## config.mk

```make
export PLATFORM = sky130hd
export DESIGN_NAME = uart_tx_arbiter
export DESIGN_NICKNAME = d
export VERILOG_FILES = /design/src/rtl/uart_tx_arbiter.sv
export SDC_FILE = /design/constraint.sdc
export NUM_CORES = 1
export LEC_CHECK = 0
export CORE_ASPECT_RATIO = 0.75
export CORE_MARGIN = 5
export CORE_UTILIZATION = 40
export CTS_CLUSTER_DIAMETER = 80
export DETAILED_ROUTE_END_ITERATION = 10
export PLACE_DENSITY = 0.78
export REMOVE_ABC_BUFFERS = 1
export SLEW_MARGIN = 20
export SYNTH_ARGS = -nofsm -noshare
export SYNTH_HDL_FRONTEND = slang
export SYNTH_SLANG_ARGS = --single-unit
```

## constraint.sdc

```tcl
create_clock -name Clk -period 5.85 [get_ports Clk]
set_input_delay 1.17 -clock Clk [delete_from_list [all_inputs] [get_ports Clk]]
set_output_delay 1.17 -clock Clk [all_outputs]
set_load 0.01 [all_outputs]
```

## src/rtl/uart_tx_arbiter.sv

```systemverilog
// Round-robin arbiter that shares one UART_tx among NREQ byte producers.
// Optional packet lock holds the grant until the owner marks its last byte.
module uart_tx_arbiter #(
    parameter int unsigned NREQ         = 4,
    parameter int unsigned GNT_W        = 2,
    parameter int unsigned IFG_CYCLES   = 0,
    parameter int unsigned LOCK_TIMEOUT = 1024,
    parameter int unsigned CNT_W        = 16
) (
    input  logic                Clk,
    input  logic                Rst_n,
    input  logic [NREQ-1:0]     req_valid,
    input  logic [8*NREQ-1:0]   req_data,
    input  logic [NREQ-1:0]     req_last,
    output logic [NREQ-1:0]     req_ready,
    output logic                TxEn,
    output logic [7:0]          TxData,
    input  logic                TxDone,
    output logic [GNT_W-1:0]    grant_o,
    output logic                busy_o,
    output logic                locked_o,
    output logic                lock_drop_o,
    output logic [CNT_W-1:0]    byte_cnt_o
);

    localparam int unsigned TMO_W = $clog2(LOCK_TIMEOUT + 1);
    localparam int unsigned GAP_W = (IFG_CYCLES > 1) ? $clog2(IFG_CYCLES) : 1;

    typedef enum logic [1:0] {
        IDLE = 2'd0,
        SEND = 2'd1,
        GAP  = 2'd2
    } state_t;

    state_t             state;
    logic [GNT_W-1:0]   ptr;
    logic               lock;
    logic [TMO_W-1:0]   tmo_cnt;
    logic [GAP_W-1:0]   gap_cnt;

    logic               owner_valid;
    logic               timeout_hit;
    logic               lock_eff;
    logic [NREQ-1:0]    cand;
    logic               win_found;
    logic [GNT_W-1:0]   win_idx;
    int unsigned        scan_idx;
    logic [7:0]         req_byte [NREQ];

    for (genvar g = 0; g < NREQ; g++) begin : g_unpack
        assign req_byte[g] = req_data[g*8 +: 8];
    end

    // Timeout fires only when the owner stays silent; an owner valid in the
    // expiry cycle wins instead, so the lock survives.
    assign owner_valid = req_valid[grant_o];
    assign timeout_hit = (state == IDLE) && lock && !owner_valid &&
                         (tmo_cnt == TMO_W'(LOCK_TIMEOUT - 1));
    assign lock_eff    = lock && !timeout_hit;
    assign cand        = lock_eff ? (req_valid & (NREQ'(1) << grant_o)) : req_valid;
    assign locked_o    = lock;

    // First candidate at or after ptr+1, modulo NREQ.
    always_comb begin
        win_found = 1'b0;
        win_idx   = '0;
        scan_idx  = 0;
        for (int unsigned k = 1; k <= NREQ; k++) begin
            scan_idx = 32'(ptr) + k;
            if (scan_idx >= NREQ) begin
                scan_idx = scan_idx - NREQ;
            end
            if (!win_found && cand[GNT_W'(scan_idx)]) begin
                win_found = 1'b1;
                win_idx   = GNT_W'(scan_idx);
            end
        end
    end

    always_comb begin
        req_ready = '0;
        if (Rst_n && (state == IDLE) && win_found) begin
            req_ready[win_idx] = 1'b1;
        end
    end

    always_ff @(posedge Clk) begin
        if (!Rst_n) begin
            state       <= IDLE;
            ptr         <= GNT_W'(NREQ - 1);
            lock        <= 1'b0;
            tmo_cnt     <= '0;
            gap_cnt     <= '0;
            TxEn        <= 1'b0;
            TxData      <= '0;
            grant_o     <= '0;
            busy_o      <= 1'b0;
            lock_drop_o <= 1'b0;
            byte_cnt_o  <= '0;
        end else begin
            lock_drop_o <= timeout_hit;
            case (state)
                IDLE: begin
                    if (timeout_hit) begin
                        lock    <= 1'b0;
                        tmo_cnt <= '0;
                    end else if (lock && !owner_valid) begin
                        tmo_cnt <= tmo_cnt + 1'b1;
                    end else begin
                        tmo_cnt <= '0;
                    end
                    if (win_found) begin
                        TxData  <= req_byte[win_idx];
                        grant_o <= win_idx;
                        ptr     <= win_idx;
                        TxEn    <= 1'b1;
                        busy_o  <= 1'b1;
                        lock    <= ~req_last[win_idx];
                        tmo_cnt <= '0;
                        state   <= SEND;
                    end
                end
                SEND: begin
                    if (TxDone) begin
                        TxEn       <= 1'b0;
                        byte_cnt_o <= byte_cnt_o + 1'b1;
                        if (IFG_CYCLES == 0) begin
                            state  <= IDLE;
                            busy_o <= 1'b0;
                        end else begin
                            state   <= GAP;
                            gap_cnt <= GAP_W'(IFG_CYCLES - 1);
                        end
                    end
                end
                GAP: begin
                    if (gap_cnt == '0) begin
                        state  <= IDLE;
                        busy_o <= 1'b0;
                    end else begin
                        gap_cnt <= gap_cnt - 1'b1;
                    end
                end
                default: state <= IDLE;
            endcase
        end
    end

endmodule
```

After elaboration in Yosys (flattened, before gate mapping)

Cells that the tools add are included.

Output and inout bits: 34
Word-level logic and storage cells: 116
Register bits: 46

Equality and inequality tests: 6
Bitwise gates (word level): 3
Mux-type cells: 46
Reduce and logical (&&, ||, !) cells: 26
Add/subtract/negate cells: 11
Shifts and indexed selects: 1
Magnitude comparators: 12

Operators with widths:

| operator                | count |
|---|---|
| $mux W11                | 3 |
| $mux W2                 | 11 |
| $lt A2 B3 Y1 const B    | 6 |
| $mux W1                 | 17 |
| $add A16 B1 Y16 const B | 1 |
| $bmux W8 S2             | 1 |
| $mux W8                 | 2 |
| $bmux W1 S2             | 6 |
| $ge A3 B3 Y1 const B    | 4 |
| $add A11 B1 Y11 const B | 1 |
| $eq A11 B10 Y1 const B  | 1 |
| $logic_and A1 B1 Y1     | 11 |
| $mux W4                 | 2 |
| $sub A2 B1 Y2 const B   | 4 |
| $add A2 B2 Y3 const B   | 2 |
| $ne A2 B2 Y1 const B    | 3 |
| $pmux W2 S3             | 1 |
| $reduce_and A2 Y1       | 3 |
| $reduce_and A3 Y1       | 2 |
| $logic_not A1 Y1        | 5 |
| $add A2 B3 Y4 const B   | 1 |
| $and A4 B4 Y4           | 1 |
| $ge A4 B3 Y1 const B    | 1 |
| $reduce_and A4 Y1       | 1 |
| other kinds (14)        | 15 |

Logic depth before layout (Yosys ltp)

Gate-level depths: netlist (run 1).

Word-level depth: 25
Gate-level depth with buffers: 10

Least setup slack after synthesis (run 1)

No wires, ideal clock.

Path kind: input port to output port
Start point: input req_valid[0]
End point: output req_ready[2]
Setup slack: 1.379 ns
Cell stages on the path: 9
Data required time: 4.680 ns
Arrival: 3.301 ns
Cell sequence: or3b_1 > or4b_4 > buf_6 > o211a_1 > o31ai_2 > o211ai_1 > buf_6 > or3_1 > nor2_1

Longest elaborated chain between the ends: 25
Elaborated cells between the ends (all ways): 38

RTL lines:

| element                                                            | line | RTL |
|---|---|---|
| from (decl)                                                        | 12   | `input logic [NREQ-1:0] req_valid,` |
| $bmux W1 S2                                                        | 56   | `assign owner_valid = req_valid[grant_o];` |
| $mux W1 (not written as such)                                      | 56   |  |
| $logic_not A1 Y1                                                   | 57   | `assign timeout_hit = (state == IDLE) && lock && !owner_valid &&` |
| $logic_and A1 B1 Y1 (2 in a row)                                   | 57   |  |
| $logic_not A1 Y1                                                   | 59   | `assign lock_eff = lock && !timeout_hit;` |
| $logic_and A1 B1 Y1                                                | 59   |  |
| $mux W4 (*)                                                        | 60   | `assign cand = lock_eff ? (req_valid & (NREQ'(1) << grant_o)) : req_valid;` |
| $bmux W1 S2                                                        | 73   | `if (!win_found && cand[GNT_W'(scan_idx)]) begin` |
| [8 not listed]                                                     | -    |  |
| $logic_not A1 Y1                                                   | 73   |  |
| $logic_and A1 B1 Y1                                                | 73   |  |
| $mux W2                                                            | 73   |  |
| $lt A2 B3 Y1 (not written as such) or $ge A2 B1 Y1 (tied branches) | 83   | `req_ready[win_idx] = 1'b1;` |
| $logic_and A1 B1 Y1 (not written as such)                          | 83   |  |
| $mux W1 (not written as such)                                      | 83   |  |
| $demux W1 S2                                                       | 83   |  |
| $mux W4 (*)                                                        | 82   | `if (Rst_n && (state == IDLE) && win_found) begin` |
| to (decl)                                                          | 15   | `output logic [NREQ-1:0] req_ready,` |

Every way passes the cells marked *; elsewhere a longest branch is shown, timed or not. The select of a mux whose other input is x is not followed.

Worst setup path after layout (run 1)

Start point: input req_valid[0]
End point: output req_ready[3]

Same word-level chain as after synthesis.

==> metrics.txt, run 1 <==
post-layout net count=386; CP endpoint kind=output pin; status=finished clean; Hold WS=0.450 ns; # hold bufs at CTS=0; CP Data Required Time=4.68 ns; via count=2,258; layout cells sized above 1=0.0733; RSZ-0062 raised after global routing=false; global-route wire length before repair=10,200 um; Synthesis Warnings=0; r2r startpoint=tmo_cnt[0]; Top FF cell, synth=dfxtp_1; reg2reg setup slack=2.67 ns; Post CTS Setup Buffer Count=0; Final TNS setup=0 ns; vias in the first global route=2,152; Fmax achieved=0.180 GHz; hold crit path type=reg -> reg; post-layout min period=5.54 ns; DIE AREA=7530 um2; Synth async-reset ratio=0; drt pass-1 iters=4; Clock Skew=0.00682 ns; # IOs=77; H-tree depth=2; drt drc=0; cts repair resizes=0; die height=76.4 um; final RePlAce weighted congestion=0.862; Area Overhead vs Synth=38.2%; unique cell type count in the Yosys netlist=51; CTS max path bufs=2; antenna-violating nets left=0; Pwr per Cell Area=253 nW/um2; Num CTS Buffers=5; max cap viols=0; Mapped Avg Cell Area=8.71 um2; Slew @ Worst Pin=0.633 ns; gr usage total=0.159; CTS tree=done; clk slew on worst S/H paths=0.08 ns; final HPWL from detailed placement=4470 um; row count=24; grt ovf=0; Initial Util=0.408; final setup violation count=0; Placeable Area=5770 um2; largest net degree at the start of global routing=32; clock root cell=clkbuf_8; PortBufs=76; Rel. slew slack=0.578; Worst Reg-to-Reg Cells=9; Worst Path Max Fanout=11; cell area after synthesis=2350 um2; Max IR drop VDD=141 uV; hold path endpoint=tmo_cnt[10]; # fillers=530; Skew-Pair Late Insertion Delay=0.29 ns; Leak Pwr=1.24 nW; Final Routed Wirelength=5920 um; chip width=98.6 um; final period utilization=0.947; post-synthesis cell count=270; number of synthesized flops with an enable pin=0; initial antenna violation count=0; Worst Hold Depth=1; Setup CP Type=in -> out; DR WL/cell=14.1 um; Slew Limit Fails=0; Reg2Reg Capture Point=locked_o; DR iter-0 viols=120; Ant. Diodes=0; Hold Startpoint=tmo_cnt[10]; vias per inst=5.39; final hold violation count=0; sequential cell area fraction in the yosys report=0.357; Yosys reg bits=42; # clock sinks=42; CP Data Arrival Time=4.37 ns; CP startpoint kind=primary input
## worst max-delay path, stage by stage
cell             delay (ns)
clkdlybuf4s50_1        0.47
or3b_1                 0.20
or4b_4                 0.53
o21ai_0                0.34
a22oi_1                0.28
a21o_1                 0.37
or3_1                  0.37
nor2_1                 0.10
clkdlybuf4s50_1        0.55
## kinds of logic after synthesis
logic type | count (synthesis) | share of synthesized area
DFF | 42 | 0.357
muxes | 19 | 0.0814
adders and majority gates | 2 | 0.0106
and+or+nand+nor | 106 | 0.243
buffers and inverters | 22 | 0.0532
xor gates and xnor gates | 9 | 0.0335
AOI/OAI and AO/OA | 70 | 0.221
## worst max-delay path by stage
stage,start,endpoint,slack (ns),depth (start not counted)
global route,req_valid[0],req_ready[2],0.07,9
finish,req_valid[0],req_ready[3],0.31,9
CTS,req_valid[0],req_ready[3],0.31,9
detailed placement,req_valid[0],req_ready[3],0.33,9
floorplan,req_valid[0],req_ready[0],0.66,7
global placement,req_valid[0],req_ready[3],0.43,9
## cell usage after synthesis (3+ instances only)
cell | number | share of area
a211oi_1 | 4 | 0.013
a21oi_1 | 18 | 0.038
a22oi_1 | 3 | 0.0096
a31oi_1 | 3 | 0.0080
and2_1 | 3 | 0.0080
and3_1 | 5 | 0.013
and4_1 | 3 | 0.011
buf_4 | 3 | 0.0096
buf_6 | 4 | 0.019
clkbuf_1 | 7 | 0.011
dfxtp_1 | 42 | 0.36
inv_1 | 6 | 0.0096
mux2i_1 | 18 | 0.077
nand2_1 | 16 | 0.026
nand3_1 | 16 | 0.034
nand3b_1 | 6 | 0.019
nand4_1 | 4 | 0.011
nor2_1 | 27 | 0.043
o211a_1 | 3 | 0.013
o21ai_0 | 16 | 0.034
o221ai_1 | 8 | 0.030
or2_2 | 4 | 0.011
or3_1 | 9 | 0.024
xor2_1 | 7 | 0.026
## state kept, by name (all words and copies together), names as in the netlist
signal and count:
byte_cnt_o 16, tmo_cnt 11, TxData 8, grant_o 2, ptr 2, TxEn 1
lock_drop_o 1, locked_o 1
## stage by stage
step | worst slack, ns | std cells | total power, W | instance area (um2) | utilization
after floorplan | 0.663 | 254 | 0.000485 | 2250 | -
after global placement | 0.427 | 412 | 0.000593 | 3140 | 0.544
after detailed placement | 0.326 | 412 | 0.000597 | 3140 | 0.544
after CTS | 0.310 | 419 | 0.000831 | 3250 | 0.564
after global routing | 0.0667 | 419 | 0.000871 | 3250 | 0.564
final | 0.309 | 419 | 0.000822 | 3250 | 0.564
## cell type report
cell class / instances / area [um2] / share of cell area
well taps: 78 / 97.6 / 0.0300
repair buffers: 80 / 791 / 0.243
inverters: 6 / 22.5 / 0.00693
clock inverters: 1 / 30.0 / 0.00924
clock buffers: 6 / 82.6 / 0.0254
multi-input cells: 206 / 1390 / 0.426
flip-flops and latches: 42 / 841 / 0.259
## layout by cell type (no fill, tap or decap), types with 6 or more instances in the layout
cell / n
or3_1: 9
clkbuf_8: 6
o221ai_1: 8
nor2_1: 27
dfxtp_1: 42
mux2i_1: 18
clkdlybuf4s50_1: 76
a21oi_1: 18
xor2_1: 7
o21ai_0: 16
inv_1: 6
nand3_1: 16
nand2_1: 16
nand3b_1: 6
## power by group
part | switching (W) | total, W | internal (W)
combinational | 0.000123 | 0.000261 | 0.000138
clock | 0.0000950 | 0.000232 | 0.000137
sequential | 0.0000219 | 0.000330 | 0.000308
total | 0.000240 | 0.000822 | 0.000582
## metal layers
metal,up-vias,wire [um],track usage,share of wire
met5,-,0,0,0
met4,0,35,0.0423,0.0059
met3,4,436,0.0650,0.074
met2,67,2740,0.237,0.46
met1,1049,2710,0.211,0.46
li1,1138,-,-,-
(Power assumes the default switching activity.)
==> run 2: changes to the inputs <==
- CORE_UTILIZATION: 40 -> 41
- PLACE_DENSITY: 0.78 -> 0.8
==> run 2 against run 1 <==
Net effect: register-to-register slack lost 0.35 ns; non-clock buffer count grew 2; worst setup slack gained 0.032 ns; global-route usage grew 1.5 points; cell count is the same; clock power is essentially flat; critical endpoint is now req_ready[0]; largest power group unchanged.
==> metrics.txt, run 2 (synthesized netlist as in run 1, its figures left out) <==
Placeable Area=5470 um2 (was 5770 um2); Fmax achieved=0.182 GHz (was 0.180 GHz); r2r startpoint=tmo_cnt[0] (unchanged); drt drc=0 (unchanged); hold crit path type=reg -> reg (unchanged); CP Data Required Time=4.68 ns (about the same); Worst Path Max Fanout=8 (was 11); Skew-Pair Late Insertion Delay=0.30 ns (was 0.29 ns); Leak Pwr=1.26 nW (was 1.24 nW); reg2reg setup slack=2.32 ns (was 2.67 ns); DIE AREA=7370 um2 (was 7530 um2); # fillers=479 (was 530); die height=75.6 um (was 76.4 um); final hold violation count=0 (unchanged); CP endpoint kind=output pin (unchanged); global-route wire length before repair=10,300 um (was 10,200 um); CP max stage cell=clkdlybuf4s50_1 (unchanged); Area Overhead vs Synth=38.7% (was 38.2%); Critical Path Source=req_valid[0] (unchanged); most frequent cells in the layout=clkdlybuf4s50_1 (76), dfxtp_1 (42), nor2_1 (27) (unchanged); Clock Skew=0.00540 ns (was 0.00682 ns); final HPWL from detailed placement=5130 um (was 4470 um); Final Routed Wirelength=6600 um (was 5920 um); Worst Reg-to-Reg Cells=9 (unchanged); final setup violation count=0 (unchanged); Flop pwr share=0.398 (was 0.401); Post-Layout Cell Count=419 (unchanged); final RePlAce weighted congestion=0.939 (was 0.862); clock root cell=clkbuf_8 (unchanged); max reg flops=16 (unchanged); chip width=97.5 um (was 98.6 um); Psw=0.000259 W (was 0.000240 W); Placement Cell Area=3150 um2 (was 3140 um2); Slew Limit Fails=0 (unchanged); Slew @ Worst Pin=0.555 ns (was 0.633 ns); Reg area=841 um2 (unchanged); # IOs=77 (unchanged); CP Data Arrival Time=4.34 ns (was 4.37 ns); H-tree depth=2 (unchanged); CP peak stage delay=0.56 ns (was 0.55 ns); gr usage total=0.173 (was 0.159); vias in the first global route=2,152 (unchanged); Setup crit end=req_ready[0] (was req_ready[3]); CTS tree=done (unchanged); RSZ-0062 raised after global routing=false (unchanged); status=finished clean (unchanged); Initial Util=0.430 (was 0.408); CP startpoint kind=primary input (unchanged); Ant. Diodes=0 (unchanged); CTS max path bufs=2 (unchanged); grt ovf=0 (unchanged); # clock sinks=42 (unchanged); Net Sw Frac=0.310 (was 0.292); Post CTS Setup Buffer Count=0 (unchanged); max cap viols=0 (unchanged); antenna-violating nets left=0 (unchanged); cell internal pwr=0.000576 W (was 0.000582 W); Biggest register=byte_cnt_o (unchanged); drt pass-1 iters=5 (was 4); total power=0.000834 W (was 0.000822 W); placed insts=411 (was 412); clk slew on worst S/H paths=0.08 ns (about the same); post-layout min period=5.51 ns (was 5.54 ns); Clock power frac=0.278 (was 0.282); Num CTS Buffers=5 (unchanged); Max IR drop VDD=130 uV (was 141 uV); via count=2,282 (was 2,258); top flop regs=byte_cnt_o x16, tmo_cnt x11, TxData x8 (unchanged); cts repair resizes=0 (unchanged); initial antenna violation count=0 (unchanged); row count=23 (was 24); largest net degree at the start of global routing=31 (was 32); Rel. slew slack=0.629 (was 0.578); vias per inst=5.45 (was 5.39); area of the multi-input gates=1390 um2 (unchanged); layout cells sized above 1=0.0814 (was 0.0733); critical path, cell by cell=clkdlybuf4s50_1, or3b_1, or4b_4, o211a_1, a2bb2oi_1, and2b_1, or2_2, nor2_1, clkdlybuf4s50_1 (was clkdlybuf4s50_1, or3b_1, or4b_4, o21ai_0, a22oi_1, a21o_1, or3_1, nor2_1, clkdlybuf4s50_1); # hold bufs at CTS=0 (unchanged); Reg2Reg Capture Point=locked_o (unchanged); most common cell after layout, fill and taps aside=clkdlybuf4s50_1 (unchanged); Pwr per Cell Area=256 nW/um2 (was 253 nW/um2); Setup CP Type=in -> out (unchanged); Finished Cell Area=3260 um2 (was 3250 um2); post-layout net count=388 (was 386); final period utilization=0.942 (was 0.947); combinational fraction of design power=0.325 (was 0.318); Crit path top cell by count=clkdlybuf4s50_1 (unchanged); PortBufs=76 (unchanged); Final TNS setup=0 ns (unchanged); DR iter-0 viols=170 (was 120); DR WL/cell=15.7 um (was 14.1 um)
==> run 2: cell types whose count changed in the layout (fill, tap and decap cells not counted), sizes merged <==
cell,previous run,this run
inv,6,7
clkinv,0,1
clkbuf,6,5
buf,4,6
==> run 2: worst min path at each step <==
stage	from	end	slack, ns	cells after the start
finish	tmo_cnt[10]	tmo_cnt[10]	0.45	1
global route	tmo_cnt[10]	tmo_cnt[10]	0.48	1
CTS	tmo_cnt[10]	tmo_cnt[10]	0.45	1
detailed placement	tmo_cnt[10]	tmo_cnt[10]	0.44	1
global placement	tmo_cnt[10]	tmo_cnt[10]	0.43	1
floorplan	tmo_cnt[10]	tmo_cnt[10]	0.42	1
==> run 2: per-layer routing <==
layer,part of all wire,GRT usage,vias to the layer above
li1,-,-,1139
met3,0.061,0.0366,7
met1,0.46,0.235,1064
met5,0,0,-
met2,0.46,0.278,72
met4,0.013,0.0645,0
==> run 2: metrics by stage <==
| stage | hold slack, ns | utilization | setup WS [ns] |
|---|---|---|---|
| floorplan | 0.425 | - | 0.663 |
| global placement | 0.431 | 0.576 | 0.455 |
| detailed placement | 0.439 | 0.576 | 0.410 |
| CTS | 0.450 | 0.597 | 0.376 |
| global route | 0.480 | 0.597 | 0.165 |
| finish | 0.448 | 0.597 | 0.341 |
==> run 2: power by group through the flow <==
stage	logic (W)	clock network (W)	registers, W
floorplan	0.000142	0	0.000344
global placement	0.000262	0	0.000336
detailed placement	0.000269	0	0.000337
CTS	0.000270	0.000238	0.000331
global route	0.000291	0.000248	0.000336
finish	0.000271	0.000232	0.000332
==> run 2: critical path, delay by kind of cell <==
kind                   cells  cell delay (ns)
buffers and inverters      2             1.10
and+or+nand+nor            5             1.35
AOI/OAI and AO/OA          2             0.70
==> run 2: cell type report <==
cell class | instances | area share
Inverter | 6 | 0.00690
Clock inverter | 3 | 0.0134
Multi-Input combinational cell | 206 | 0.425
Sequential cell | 42 | 0.258
Clock buffer | 5 | 0.0211
Tap cell | 75 | 0.0288
Timing Repair Buffer | 82 | 0.247
